**src/rtl/cp0_timer_intc_pkg.sv**
```systemverilog
// Shared CP0 timer/interrupt definitions.
// Holds the Cause.IP layout constants, the interrupt-number type and the
// priority encoder that the request logic uses.
package cp0_timer_intc_pkg;

  localparam int unsigned CP0_IP_W       = 8;
  localparam int unsigned CP0_IP_SW_W    = 2;
  localparam int unsigned CP0_IP_HW_BASE = 2;
  // Cause.TI bit position, used by CP0 when it reads back Cause.
  localparam int unsigned CAUSE_TI_BIT   = 30;
  // Prescaler width; it must hold COUNT_DIV-1 for COUNT_DIV up to 16.
  localparam int unsigned PRESC_W        = 4;

  typedef logic [2:0]          irq_num_t;
  typedef logic [CP0_IP_W-1:0] cp0_ip_t;

  // Returns the index of the highest set bit (IP7 has top priority), or 0 when none is set.
  function automatic irq_num_t highest_ip(input cp0_ip_t ip);
    irq_num_t idx;
    idx = '0;
    for (int i = 0; i < CP0_IP_W; i++) begin
      if (ip[i]) idx = irq_num_t'(i);
    end
    return idx;
  endfunction

endpackage

```
**src/rtl/cp0_timer_intc_if.sv**
```systemverilog
// CP0 register-file side of the timer/interrupt unit.
// master: the CP0 register file. It drives the Count/Compare writes and the
//         Status/Cause fields, and reads back Count, Compare, TI and IP.
// slave:  cp0_timer_intc.
interface cp0_timer_intc_if;
  import cp0_timer_intc_pkg::*;

  logic                   count_we_i;
  logic                   compare_we_i;
  logic [31:0]            wdata_i;
  logic                   status_ie_i;
  logic                   status_exl_i;
  logic                   status_erl_i;
  logic [CP0_IP_W-1:0]    status_im_i;
  logic [CP0_IP_SW_W-1:0] cause_ip_sw_i;
  logic [31:0]            count_o;
  logic [31:0]            compare_o;
  logic                   ti_o;
  cp0_ip_t                ip_o;

  modport master (
    output count_we_i, compare_we_i, wdata_i, status_ie_i, status_exl_i, status_erl_i,
           status_im_i, cause_ip_sw_i,
    input  count_o, compare_o, ti_o, ip_o
  );

  modport slave (
    input  count_we_i, compare_we_i, wdata_i, status_ie_i, status_exl_i, status_erl_i,
           status_im_i, cause_ip_sw_i,
    output count_o, compare_o, ti_o, ip_o
  );

endinterface

```
**src/rtl/cp0_int_line.sv**
```systemverilog
// One hardware interrupt line.
// It synchronises the asynchronous input and keeps a history flop for rise
// detection. It reports either the synced level (EDGE=0) or a rise-set,
// clear-reset pending latch (EDGE=1).
// Ports: clk, rst (sync, active-high), irq_i (async line), clr_i (one-cycle
// clear of the edge latch), pending_o (pending status of this line).
module cp0_int_line #(
  parameter bit          EDGE        = 1'b0,
  parameter int unsigned SYNC_STAGES = 2
) (
  input  logic clk,
  input  logic rst,
  input  logic irq_i,
  input  logic clr_i,
  output logic pending_o
);

  logic [SYNC_STAGES-1:0] sync_q, sync_d;
  logic                   hist_q, hist_d;
  logic                   latch_q, latch_d;
  logic                   synced, rise;

  always_comb begin
    synced  = sync_q[SYNC_STAGES-1];
    rise    = synced & ~hist_q;
    sync_d  = (sync_q << 1) | SYNC_STAGES'(irq_i);
    hist_d  = synced;
    // A rise in the same cycle as a clear wins, so the new event is not lost.
    latch_d = rise | (latch_q & ~clr_i);
  end

  always_ff @(posedge clk) begin
    if (rst) begin
      sync_q  <= '0;
      hist_q  <= 1'b0;
      latch_q <= 1'b0;
    end else begin
      sync_q  <= sync_d;
      hist_q  <= hist_d;
      latch_q <= latch_d;
    end
  end

  assign pending_o = EDGE ? latch_q : synced;

endmodule

```
**src/rtl/cp0_timer_intc.sv**
```systemverilog
// CP0 timer and interrupt unit.
// Provides a prescaled Count, a Compare register with a sticky timer
// interrupt, synchronised level/edge hardware lines, the Cause.IP view, and a
// registered, prioritised interrupt request.
// Ports: clk, rst (sync, active-high); cp0 (register-file side: Count/Compare
// writes, Status/Cause fields, Count/Compare/TI/IP readback); hw_int_i (async
// lines), int_edge_clr_i (edge latch clears), irq_o / irq_num_o (request to
// the exception stage).
module cp0_timer_intc
  import cp0_timer_intc_pkg::*;
#(
  parameter int unsigned N_HW_INT    = 6,
  parameter int unsigned COUNT_DIV   = 2,
  parameter int unsigned TIMER_IP    = 7,
  parameter logic [5:0]  EDGE_MASK   = 6'b0,
  parameter int unsigned SYNC_STAGES = 2
) (
  input  logic                clk,
  input  logic                rst,
  cp0_timer_intc_if.slave     cp0,
  input  logic [N_HW_INT-1:0] hw_int_i,
  input  logic [N_HW_INT-1:0] int_edge_clr_i,
  output logic                irq_o,
  output irq_num_t            irq_num_o
);

  localparam logic [PRESC_W-1:0] PrescMax = PRESC_W'(COUNT_DIV - 1);

  logic [PRESC_W-1:0]  presc_q, presc_d;
  logic [31:0]         count_q, count_d;
  logic [31:0]         compare_q, compare_d;
  logic [31:0]         count_inc;
  logic                ti_q, ti_d;
  logic                tick;
  logic                irq_q, irq_d;
  irq_num_t            irq_num_q, irq_num_d;
  logic [N_HW_INT-1:0] pending;
  cp0_ip_t             ip, masked;

  for (genvar i = 0; i < N_HW_INT; i++) begin : g_line
    cp0_int_line #(
      .EDGE        (EDGE_MASK[i]),
      .SYNC_STAGES (SYNC_STAGES)
    ) u_line (
      .clk       (clk),
      .rst       (rst),
      .irq_i     (hw_int_i[i]),
      .clr_i     (int_edge_clr_i[i]),
      .pending_o (pending[i])
    );
  end

  // Count / Compare / timer interrupt
  always_comb begin
    tick      = (presc_q == PrescMax);
    count_inc = count_q + 32'd1;
    presc_d   = presc_q + 1'b1;
    count_d   = count_q;
    compare_d = compare_q;
    ti_d      = ti_q;

    if (cp0.count_we_i) begin
      count_d = cp0.wdata_i;
      presc_d = '0;
    end else if (tick) begin
      count_d = count_inc;
      presc_d = '0;
    end

    // Only a tick can fire the timer; a Count write landing on Compare does not.
    if (cp0.compare_we_i) begin
      compare_d = cp0.wdata_i;
      ti_d      = 1'b0;
    end else if (!cp0.count_we_i && tick && (count_inc == compare_q)) begin
      ti_d      = 1'b1;
    end
  end

  // Cause.IP view and request
  always_comb begin
    ip = '0;
    ip[CP0_IP_SW_W-1:0] = cp0.cause_ip_sw_i;
    for (int i = 0; i < N_HW_INT; i++) begin
      ip[CP0_IP_HW_BASE + i] = pending[i];
    end
    ip[TIMER_IP] = ip[TIMER_IP] | ti_q;

    masked    = ip & cp0.status_im_i;
    irq_d     = (|masked) & cp0.status_ie_i & ~cp0.status_exl_i & ~cp0.status_erl_i;
    irq_num_d = irq_d ? highest_ip(masked) : '0;
  end

  always_ff @(posedge clk) begin
    if (rst) begin
      presc_q   <= '0;
      count_q   <= '0;
      compare_q <= '0;
      ti_q      <= 1'b0;
      irq_q     <= 1'b0;
      irq_num_q <= '0;
    end else begin
      presc_q   <= presc_d;
      count_q   <= count_d;
      compare_q <= compare_d;
      ti_q      <= ti_d;
      irq_q     <= irq_d;
      irq_num_q <= irq_num_d;
    end
  end

  assign cp0.count_o   = count_q;
  assign cp0.compare_o = compare_q;
  assign cp0.ti_o      = ti_q;
  assign cp0.ip_o      = ip;
  assign irq_o         = irq_q;
  assign irq_num_o     = irq_num_q;

endmodule

```
**src/flat_wrapper.sv**
```systemverilog
// flat-port wrapper written by rule: the top's interface ports become plain ports
module cp0_timer_intc_flat import cp0_timer_intc_pkg::*;
#(
  parameter int unsigned N_HW_INT    = 6,
  parameter int unsigned COUNT_DIV   = 2,
  parameter int unsigned TIMER_IP    = 7,
  parameter logic [5:0]  EDGE_MASK   = 6'b0,
  parameter int unsigned SYNC_STAGES = 2
)
  (clk, rst, hw_int_i, int_edge_clr_i, irq_o, irq_num_o, cp0_count_we_i, cp0_compare_we_i, cp0_wdata_i, cp0_status_ie_i, cp0_status_exl_i, cp0_status_erl_i, cp0_status_im_i, cp0_cause_ip_sw_i, cp0_count_o, cp0_compare_o, cp0_ti_o, cp0_ip_o);
  cp0_timer_intc_if cp0_i ();
  input  logic clk;
  input  logic rst;
  input  logic [N_HW_INT-1:0] hw_int_i;
  input  logic [N_HW_INT-1:0] int_edge_clr_i;
  output logic irq_o;
  output irq_num_t irq_num_o;
  input wire logic [$bits(cp0_i.count_we_i)-1:0] cp0_count_we_i;
  input wire logic [$bits(cp0_i.compare_we_i)-1:0] cp0_compare_we_i;
  input wire logic [$bits(cp0_i.wdata_i)-1:0] cp0_wdata_i;
  input wire logic [$bits(cp0_i.status_ie_i)-1:0] cp0_status_ie_i;
  input wire logic [$bits(cp0_i.status_exl_i)-1:0] cp0_status_exl_i;
  input wire logic [$bits(cp0_i.status_erl_i)-1:0] cp0_status_erl_i;
  input wire logic [$bits(cp0_i.status_im_i)-1:0] cp0_status_im_i;
  input wire logic [$bits(cp0_i.cause_ip_sw_i)-1:0] cp0_cause_ip_sw_i;
  output wire logic [$bits(cp0_i.count_o)-1:0] cp0_count_o;
  output wire logic [$bits(cp0_i.compare_o)-1:0] cp0_compare_o;
  output wire logic [$bits(cp0_i.ti_o)-1:0] cp0_ti_o;
  output wire logic [$bits(cp0_i.ip_o)-1:0] cp0_ip_o;
  assign cp0_i.count_we_i = cp0_count_we_i;
  assign cp0_i.compare_we_i = cp0_compare_we_i;
  assign cp0_i.wdata_i = cp0_wdata_i;
  assign cp0_i.status_ie_i = cp0_status_ie_i;
  assign cp0_i.status_exl_i = cp0_status_exl_i;
  assign cp0_i.status_erl_i = cp0_status_erl_i;
  assign cp0_i.status_im_i = cp0_status_im_i;
  assign cp0_i.cause_ip_sw_i = cp0_cause_ip_sw_i;
  assign cp0_count_o = cp0_i.count_o;
  assign cp0_compare_o = cp0_i.compare_o;
  assign cp0_ti_o = cp0_i.ti_o;
  assign cp0_ip_o = cp0_i.ip_o;
  cp0_timer_intc #(.N_HW_INT(N_HW_INT), .COUNT_DIV(COUNT_DIV), .TIMER_IP(TIMER_IP), .EDGE_MASK(EDGE_MASK), .SYNC_STAGES(SYNC_STAGES)) u_core (.clk(clk), .rst(rst), .cp0(cp0_i), .hw_int_i(hw_int_i), .int_edge_clr_i(int_edge_clr_i), .irq_o(irq_o), .irq_num_o(irq_num_o));
endmodule
```
**config.mk**
```make
export PLATFORM = sky130hd
export DESIGN_NAME = cp0_timer_intc_flat
export DESIGN_NICKNAME = d
export VERILOG_FILES = /design/src/rtl/cp0_timer_intc_pkg.sv /design/src/rtl/cp0_timer_intc_if.sv /design/src/rtl/cp0_int_line.sv /design/src/rtl/cp0_timer_intc.sv /design/src/flat_wrapper.sv
export SDC_FILE = /design/constraint.sdc
export NUM_CORES = 1
export LEC_CHECK = 0
export ABC_CLOCK_PERIOD_IN_PS = 2400
export CELL_PAD_IN_SITES_DETAIL_PLACEMENT = 1
export CELL_PAD_IN_SITES_GLOBAL_PLACEMENT = 1
export CORE_MARGIN = 2
export CORE_UTILIZATION = 31
export CTS_BUF_LIST = sky130_fd_sc_hd__clkbuf_16
export DETAILED_ROUTE_END_ITERATION = 10
export HOLD_SLACK_MARGIN = 0.03
export PLACE_DENSITY = 0.79
export SLEW_MARGIN = 15
export SYNTH_ARGS = -nofsm -noshare
export SYNTH_HDL_FRONTEND = slang
export SYNTH_SLANG_ARGS = --single-unit
```
**constraint.sdc**
```tcl
create_clock -name clk -period 2.4 [get_ports clk]
set_input_delay 0.36 -clock clk [delete_from_list [all_inputs] [get_ports clk]]
set_output_delay 0.36 -clock clk [all_outputs]
set_load 0.02 [all_outputs]
```
**Yosys cells after proc, flatten, opt, wreduce, memory -nomap -nowiden**

Index checks and enable logic that the tools add are counted.

- Add/subtract/negate cells: 2
- Eq/ne operators: 2
- Mux-type cells: 9
- Bitwise logic cells: 14
- Reduce and logical (&&, ||, !) cells: 8

Operators by type and width:

| operator | number |
|---|---|
| $mux 32 | 2 |
| $add 32x1->32 const B | 1 |
| $eq 32x32->1 | 1 |
| $mux 3 | 4 |
| $or 2x1->2 | 6 |
| $and 8x8->8 | 1 |
| $reduce_or 8->1 | 1 |
| $add 4x1->4 const B | 1 |
| $eq 4x1->1 const B | 1 |
| $mux 2 | 2 |
| $reduce_or 2->1 | 2 |
| $and 1x1->1 | 3 |
| $not 1->1 | 3 |
| $reduce_or 3->1 | 1 |
| $logic_and 1x1->1 | 2 |
| $reduce_bool 2->1 | 1 |
| $logic_not 1->1 | 1 |
| $mux 1 | 1 |
| $or 1x1->1 | 1 |

- Flip-flop bits (word level): 85
- Bits of input ports: 61
- Output and inout port bits: 77
- Word-level logic and storage cells: 47

**Depth between registers and ports, before layout**

Gate-level depths: netlist of the first run.

- Depth after elaboration: 9
- Mapped depth: 9
- Mapped depth without buffers: 9

**Modules after synthesis**

From an unflattened synthesis of the first run, not the netlist that was laid out.

- Cell total of the unflattened synthesis: 549
- Area, all modules: 4548.1 sq um

By module, submodules not included:

| module | times used | cells each | area an instance (sq um) | seq. area each (sq um) |
|---|---|---|---|---|
| cp0_timer_intc | 1 | 525 | 4232.8 | 1461.4 |
| cp0_int_line | 6 | 4 | 52.6 | 40.0 |

**Worst setup path before layout of the first run**

OpenSTA, ideal clock, no wires.

- Path kind: register to register
- Start point: register u_core.count_q[0] (netlist: u_core.cp0.count_o[0])
- End point: register u_core.ti_q (netlist: u_core.cp0.ti_o)
- Library setup time: 0.069 ns
- Data arrival time: 2.553 ns
- Required time: 2.331 ns
- Slack: -0.222 ns
- Cell stages (with the launch flop): 9
- Buffers on the path: 0
- Period minus slack after synthesis: 2.622 ns
- Path through: dfxtp_1 ha_1 nand4_1 or3_1 or3_1 o31a_1 a2111oi_2 nand4_1 o21ai_1

- Longest elaborated chain between the ends: 3

RTL lines:

| item | line | text |
|---|---|---|
| start: declaration | cp0_timer_intc.sv:30 | `logic [31:0] count_q, count_d;` |
| start signal: assignment | cp0_timer_intc.sv:103 | `count_q <= count_d;` |
| $add 32x1->32 | cp0_timer_intc.sv:56 | `count_inc = count_q + 32'd1;` |
| $eq 32x32->1 | cp0_timer_intc.sv:74 | `end else if (!cp0.count_we_i && tick && (count_inc == compare_q)) begin` |
| $logic_and 1x1->1 | cp0_timer_intc.sv:74 |  |
| end signal: assignment | cp0_timer_intc.sv:105 | `ti_q <= ti_d;` |
| end: declaration | cp0_timer_intc.sv:33 | `logic ti_q, ti_d;` |

Every way passes these cells.
A chain may end at the register's enable or synchronous reset.

**Worst setup path in the final report of the first run**

- Start point: register u_core.count_q[1] (netlist: u_core.cp0.count_o[1])
- End point: register u_core.ti_q (netlist: u_core.cp0.ti_o)

The elaborated chain is that of the path after synthesis.

==> results of run 1 <==
synthesized netlist by cell type, drive strengths merged (3+ instances only):
| cell | n |
|---|---|
| mux2i | 48 |
| buf | 21 |
| nor4 | 12 |
| or3 | 13 |
| a211oi | 3 |
| inv | 5 |
| nand4 | 19 |
| nand2 | 29 |
| and3 | 7 |
| ha | 3 |
| o21ai | 12 |
| nor2b | 12 |
| a31oi | 6 |
| xnor2 | 40 |
| dfxtp | 85 |
| nor2 | 101 |
| nor3 | 12 |
| a21oi | 35 |
| nand3 | 15 |
| clkbuf | 25 |
| xor2 | 31 |
how the worst max path moves through the flow:
stage | startpoint | to | slack [ps] | depth (start not counted)
3_3_place_gp | u_core.presc_q[1] | u_core.cp0.ti_o | -60 | 9
3_5_place_dp | u_core.presc_q[1] | u_core.cp0.ti_o | -150 | 9
2_1_floorplan | u_core.cp0.count_o[5] | u_core.cp0.ti_o | 10 | 8
4_1_cts | u_core.cp0.count_o[0] | u_core.cp0.ti_o | 20 | 10
5_1_grt | u_core.cp0.count_o[1] | u_core.cp0.count_o[30] | 0.2 | 10
6_report | u_core.cp0.count_o[1] | u_core.cp0.ti_o | 110 | 10
layer usage:
layer	track usage	wire length (um)	part of all wire
met1	0.241	6870	0.44
met2	0.332	7740	0.50
met3	0.0373	561	0.036
met4	0.0692	304	0.020
met5	0	0	0
sequential cells by signal, indices dropped and copies added (netlist names):
name and flops:
u_core.cp0.compare_o 32, u_core.cp0.count_o 32, u_core.cp0.ti_o 1, u_core.g_line.u_line.sync_q 12
u_core.irq_num_o 3, u_core.irq_o 1, u_core.presc_q 4
logic make-up after synthesis:
kind of cell / count (synthesis)
flops: 85
mux: 49
simple gates: 232
buf+inv: 51
fa+ha+maj: 3
compound gates: 73
xor+xnor: 71
final cells by class:
| type | count | area, sq um |
|---|---|---|
| clock buffer | 9 | 225 |
| clock inverter | 7 | 75.1 |
| fill | 1731 | 8280 |
| inverter | 5 | 18.8 |
| multi-input combinational | 428 | 2860 |
| sequential | 85 | 1710 |
| tap | 188 | 235 |
| timing repair buffer | 175 | 1630 |
report_power, final:
part           internal [mW]  switching [mW]  total [mW]
clock                  0.810           0.625        1.43
combinational          0.387           0.394       0.781
sequential              1.49          0.0875        1.57
placed cells by master (no fill, tap or decap), types with 5 or more instances in the layout:
cell type	Yosys	final
nor2b_1	12	12
or3_1	12	10
dfxtp_1	85	77
xor2_1	31	31
xnor2_1	40	40
nor3_1	12	11
o21ai_0	11	11
nor4_1	11	9
nand3_1	14	14
dfxtp_2	0	7
clkdlybuf4s50_1	0	128
clkbuf_16	0	9
mux2i_1	48	48
inv_1	5	5
nor2_1	100	100
nand4_1	17	17
nand2_1	29	29
and3_1	7	7
a21oi_1	35	34
a31oi_1	6	6
buf_4	9	44
tightest hold or removal path, stage by stage:
cell and delay [ps]:
buf_2 100, buf_4 100, or4b_2 130, a31oi_1 40
what timing repair did:
action	4_1_cts	5_1_grt
endpoints found under the setup margin	1	2
setup buffers	0	1
cloned	0	0
resized for setup	4	9
endpoints found under the hold margin	0	0
pin swaps	1	12
==> reports/metrics.cfg, run 1 <==
[run_status]
status = complete, no violations

[synth]
synthArstFlopShare = 0
synth_top_cell_area_share = 0.361
syn_inst = 564
synth_nets = 628
yosys.area.top_type = dfxtp_1
synth-edff-count = 0
synth_compound_area_frac = 0.0952
synth_area_per_cell_sq_um = 8.37
synth_xor_area_frac = 0.132
synth.yosys.seq_area_share = 0.361
yosys.area_share.simple = 0.246
synthMuxAreaShare = 0.104
yosys_warnings = 0
ys_types = 54
ys.flop_type = dfxtp_1
ys_top_cells_by_area = dfxtp_1 36%, mux2i_1 10%, nor2_1 8.0%
synth_fa_ha_area_frac = 0.00795
synth_area_sq_mm = 0.00472
synth_top_family_by_area = simple AND/OR/NAND/NOR gates
synth_seq_cells = 85

[final_layout]
insertedDiodeCount = 0
final_cells = 897
final_util = 0.449
fin_nets = 768
drive_gt1_frac = 0.133
syn_to_final_growth_pct = 43.2
post-route-cell-area_sq_mm = 0.00676

[worst_hold_path]
holdPathStages = 4
hold_path_startpoint = rst
worstHoldPathType = in2reg
hold_path_end = u_core.irq_num_o[1]

[drt]
num_vias = 4536
via_per_inst = 5.06
first_pass_iters = 4
drc_errors = 0
wl_per_cell_um = 17.2
drt-total-wl_um = 15500
drt_iter0_drc = 208
ant_nets = 0

[sta]
fin_crit_ps = 2290
fin_crit_sh = 0.956
whs_ps = 425
hold_viol = 0
finalWorstSetupSlack_ps = 106
setup-tns-final_ps = 0
tightestPinTransition_ps = 830
skew_ps = 5.24
final-setup-viol-count = 0
max_slew_margin = 0.447
fmax_ghz = 0.436
maxSlewViolCount = 0
rsz0062_at_grt = true

[clock_network]
clk_latency_ps = 350
cts-buffers-inserted = 9
cts_max_level = 3
cts_tree = done
path_clk_slew_ps = 70
cts_sinks = 85
cts_hold_buf = 0
root_buffer = clkbuf_16
cts_buffer_depth = 2

[setup_path]
cp_cell_sequence = ha_4 -> nand4_1 -> or3_4 -> buf_4 -> nor3_1 -> buf_4 -> mux2i_1 -> mux2i_1 -> a21oi_2 -> o21ai_1
rr_startpoint = u_core.cp0.count_o[1]
cp_slowest_stage_delay_ps = 440
start_kind = register
critPathMaxFanout = 12
arrival_ps = 2540
ff2ff_path_depth = 10
worst_path_dominant_cell_family = simple AND/OR/NAND/NOR gates
critPathKind = reg2reg
r2r_slack_ps = 110
critPathRequiredTime_ps = 2650
crit_path_end_kind = register
crit_slowest_cell = or3_4
path_buf_inv = 2
timing.rr.end = u_core.cp0.ti_o

[floorplan]
die_x_um = 127
start_util = 0.314
io_pins = 138
fp.dieArea_sq_mm = 0.0162
die_h_um = 127
core_area_sq_mm = 0.0150
rows = 45

[placed_design]
place.gp.congestion = 0.869
io_buffers = 131
post-place-ws_ps = -153
place_area_sq_mm = 0.00637
place_hpwl_um = 11700
place_inst = 880

[grt]
grt_start_max_net_pins = 80
grt_antenna_before_repair = 0
overflow = 0
grt_use_total = 0.193
grt_pass1_vias = 4879
grt_pass1_wl_um = 25100

[power_and_ir_drop]
leakagePower_nw = 2.57
finalPower_mw = 3.79
max-vdd-ir-drop_mv = 0.321
power.density_mw_per_mm2 = 561

[job]
timing.max_cap.violations = 0

Note: power is estimated with default switching activity, not from simulation.
==> run 2: changes to the inputs <==
Settings changed: CORE_MARGIN 2 to not set.
==> run 2 against run 1 <==
Against the previous run: the flow now finishes with violations (design-rule violations); via count increased by 0.22%; sequential cell count did not move; fmax fell by 2.4%; total power fell by 3.6%; cell count fell by 0.22%; routed wire length down 1.3%; clock-buffer cell count did not move; global-route usage rose by 0.69 points; critical path depth shrank 2; critical endpoint unchanged; largest cell class unchanged.
==> reports/metrics.cfg, run 2 (synthesis gave the netlist of run 1 again) <==
[setup_path]
r2r_slack_ps = 50  ; -60 ps
critPathKind = reg2reg
cp_slowest_stage_delay_ps = 370  ; -70 ps
critPathMaxFanout = 6  ; -6
crit_path_end_kind = register
cp_cell_sequence = ha_4 -> nand4_1 -> or3_4 -> or3_1 -> o31a_1 -> a2111oi_2 -> nand4_1 -> o21ai_1
worst_path_dominant_cell_family = simple AND/OR/NAND/NOR gates
critical_path_depth = 8  ; -2
crit_top_cell = nand4_1
path_buf_inv = 0  ; -2
critPathRequiredTime_ps = 2690  ; +40 ps
start_kind = register
crit_start = u_core.cp0.count_o[0]
timing.rr.end = u_core.cp0.ti_o
arrival_ps = 2640  ; +100 ps
rr_startpoint = u_core.cp0.count_o[0]
crit_slowest_cell = or3_4
ff2ff_path_depth = 8  ; -2

[sta]
final-setup-viol-count = 0  ; unchanged
fmax_ghz = 0.426  ; -2.4%
fin_crit_sh = 0.979  ; +0.0231
rsz0062_at_grt = true
maxSlewViolCount = 0  ; unchanged
hold_viol = 0  ; unchanged
whs_ps = 437  ; +11.8 ps
setup-tns-final_ps = 0  ; unchanged
finalWorstSetupSlack_ps = 50.6  ; -55.4 ps
fin_crit_ps = 2350  ; +55.4 ps
skew_ps = 6.34  ; +1.09 ps
tightestPinTransition_ps = 822  ; -7.42 ps
max_slew_margin = 0.452  ; +0.00495

[final_layout]
layout_common_cells = 128 x clkdlybuf4s50_1, 100 x nor2_1, 77 x dfxtp_1, 48 x mux2i_1, 46 x buf_4
final_cells = 895  ; -0.22%
fin_nets = 770  ; +0.26%
final_util = 0.458  ; +0.00817
syn_to_final_growth_pct = 42.5
insertedDiodeCount = 0  ; unchanged
drive_gt1_frac = 0.132  ; -0.000373
post-route-cell-area_sq_mm = 0.00673  ; -0.44%
final_common_cell = clkdlybuf4s50_1

[power_and_ir_drop]
max-vdd-ir-drop_mv = 0.381  ; +19%
leakagePower_nw = 2.57  ; +0.10%
power.density_mw_per_mm2 = 543  ; -3.2%
finalPower_mw = 3.65  ; -3.6%

[placed_design]
io_buffers = 131  ; unchanged
place_area_sq_mm = 0.00638  ; +0.16%
place_hpwl_um = 11700  ; about the same
place.gp.congestion = 0.825  ; -5.1%
post-place-ws_ps = -101  ; +52.3 ps
place_inst = 878  ; -0.23%

[drt]
wl_per_cell_um = 17.1  ; -1.0%
num_vias = 4546  ; +0.22%
first_pass_iters = 9  ; +5
via_per_inst = 5.08  ; +0.44%
drt-total-wl_um = 15300  ; -1.3%
drc_errors = 5  ; +5
drt_iter0_drc = 180  ; -13%
ant_nets = 0  ; unchanged

[floorplan]
io_pins = 138  ; unchanged
die_x_um = 125  ; -1.6%
rows = 44  ; -2.2%
core_area_sq_mm = 0.0147  ; -2.2%
start_util = 0.321  ; +0.00714
die_h_um = 125  ; -1.6%
fp.dieArea_sq_mm = 0.0157  ; -3.1%

[clock_network]
root_buffer = clkbuf_16
clk_latency_ps = 350  ; about the same
cts_buffer_depth = 2  ; unchanged
cts-buffers-inserted = 9  ; unchanged
cts_sinks = 85  ; unchanged
cts_max_level = 3  ; unchanged
cts_tree = done
cts_hold_buf = 0  ; unchanged
path_clk_slew_ps = 70  ; about the same

[job]
timing.max_cap.violations = 0  ; unchanged

[worst_hold_path]
holdPathStages = 1  ; -3
worstHoldPathType = reg2reg
hold_path_end = u_core.g_line[5].u_line.sync_q[1]
hold_path_startpoint = u_core.g_line[5].u_line.sync_q[0]

[grt]
overflow = 0  ; unchanged
grt_antenna_before_repair = 0  ; unchanged
grt_pass1_vias = 4780  ; -2.0%
grt_pass1_wl_um = 24800  ; -1.1%
grt_use_total = 0.200  ; +0.00694
grt_start_max_net_pins = 80  ; unchanged

[run_status]
violations = design-rule violations
status = complete, but fails checks

==> run 2: per-layer routing <==
| metal | vias up | wire [um] | global-route usage |
|---|---|---|---|
| met5 | - | 0 | 0 |
| met4 | 0 | 370 | 0.0904 |
| met3 | 24 | 536 | 0.0300 |
| met2 | 105 | 7470 | 0.341 |
| met1 | 2195 | 6910 | 0.249 |
| li1 | 2222 | - | - |
==> run 2: worst max-delay path by stage <==
stage / endpoint / slack [ps]
CTS: u_core.cp0.ti_o / 7
global route: u_core.cp0.ti_o / -70
floorplan: u_core.cp0.ti_o / 10
finish: u_core.cp0.ti_o / 50
global placement: u_core.cp0.ti_o / -70
detailed placement: u_core.cp0.ti_o / -100
==> run 2: final cells by class <==
| class | count | area (sq um) |
|---|---|---|
| tap | 184 | 230 |
| fill | 1726 | 7970 |
| clock inverter | 7 | 45.0 |
| sequential | 85 | 1710 |
| clock buffer | 9 | 225 |
| multi-input combinational | 428 | 2850 |
| timing repair buffer | 177 | 1640 |
| inverter | 5 | 18.8 |
==> run 2: report_power, final <==
part           switching (mW)  internal (mW)
clock network           0.600          0.695
logic                   0.393          0.389
registers              0.0870           1.49
total                    1.08           2.57
==> run 2: repair_timing <==
| action | 4_1_cts | 5_1_grt |
|---|---|---|
| setup endpoints to repair | 1 | 2 |
| pin swaps | 2 | 4 |
| setup buffers | 0 | 1 |
| resized for setup | 3 | 9 |
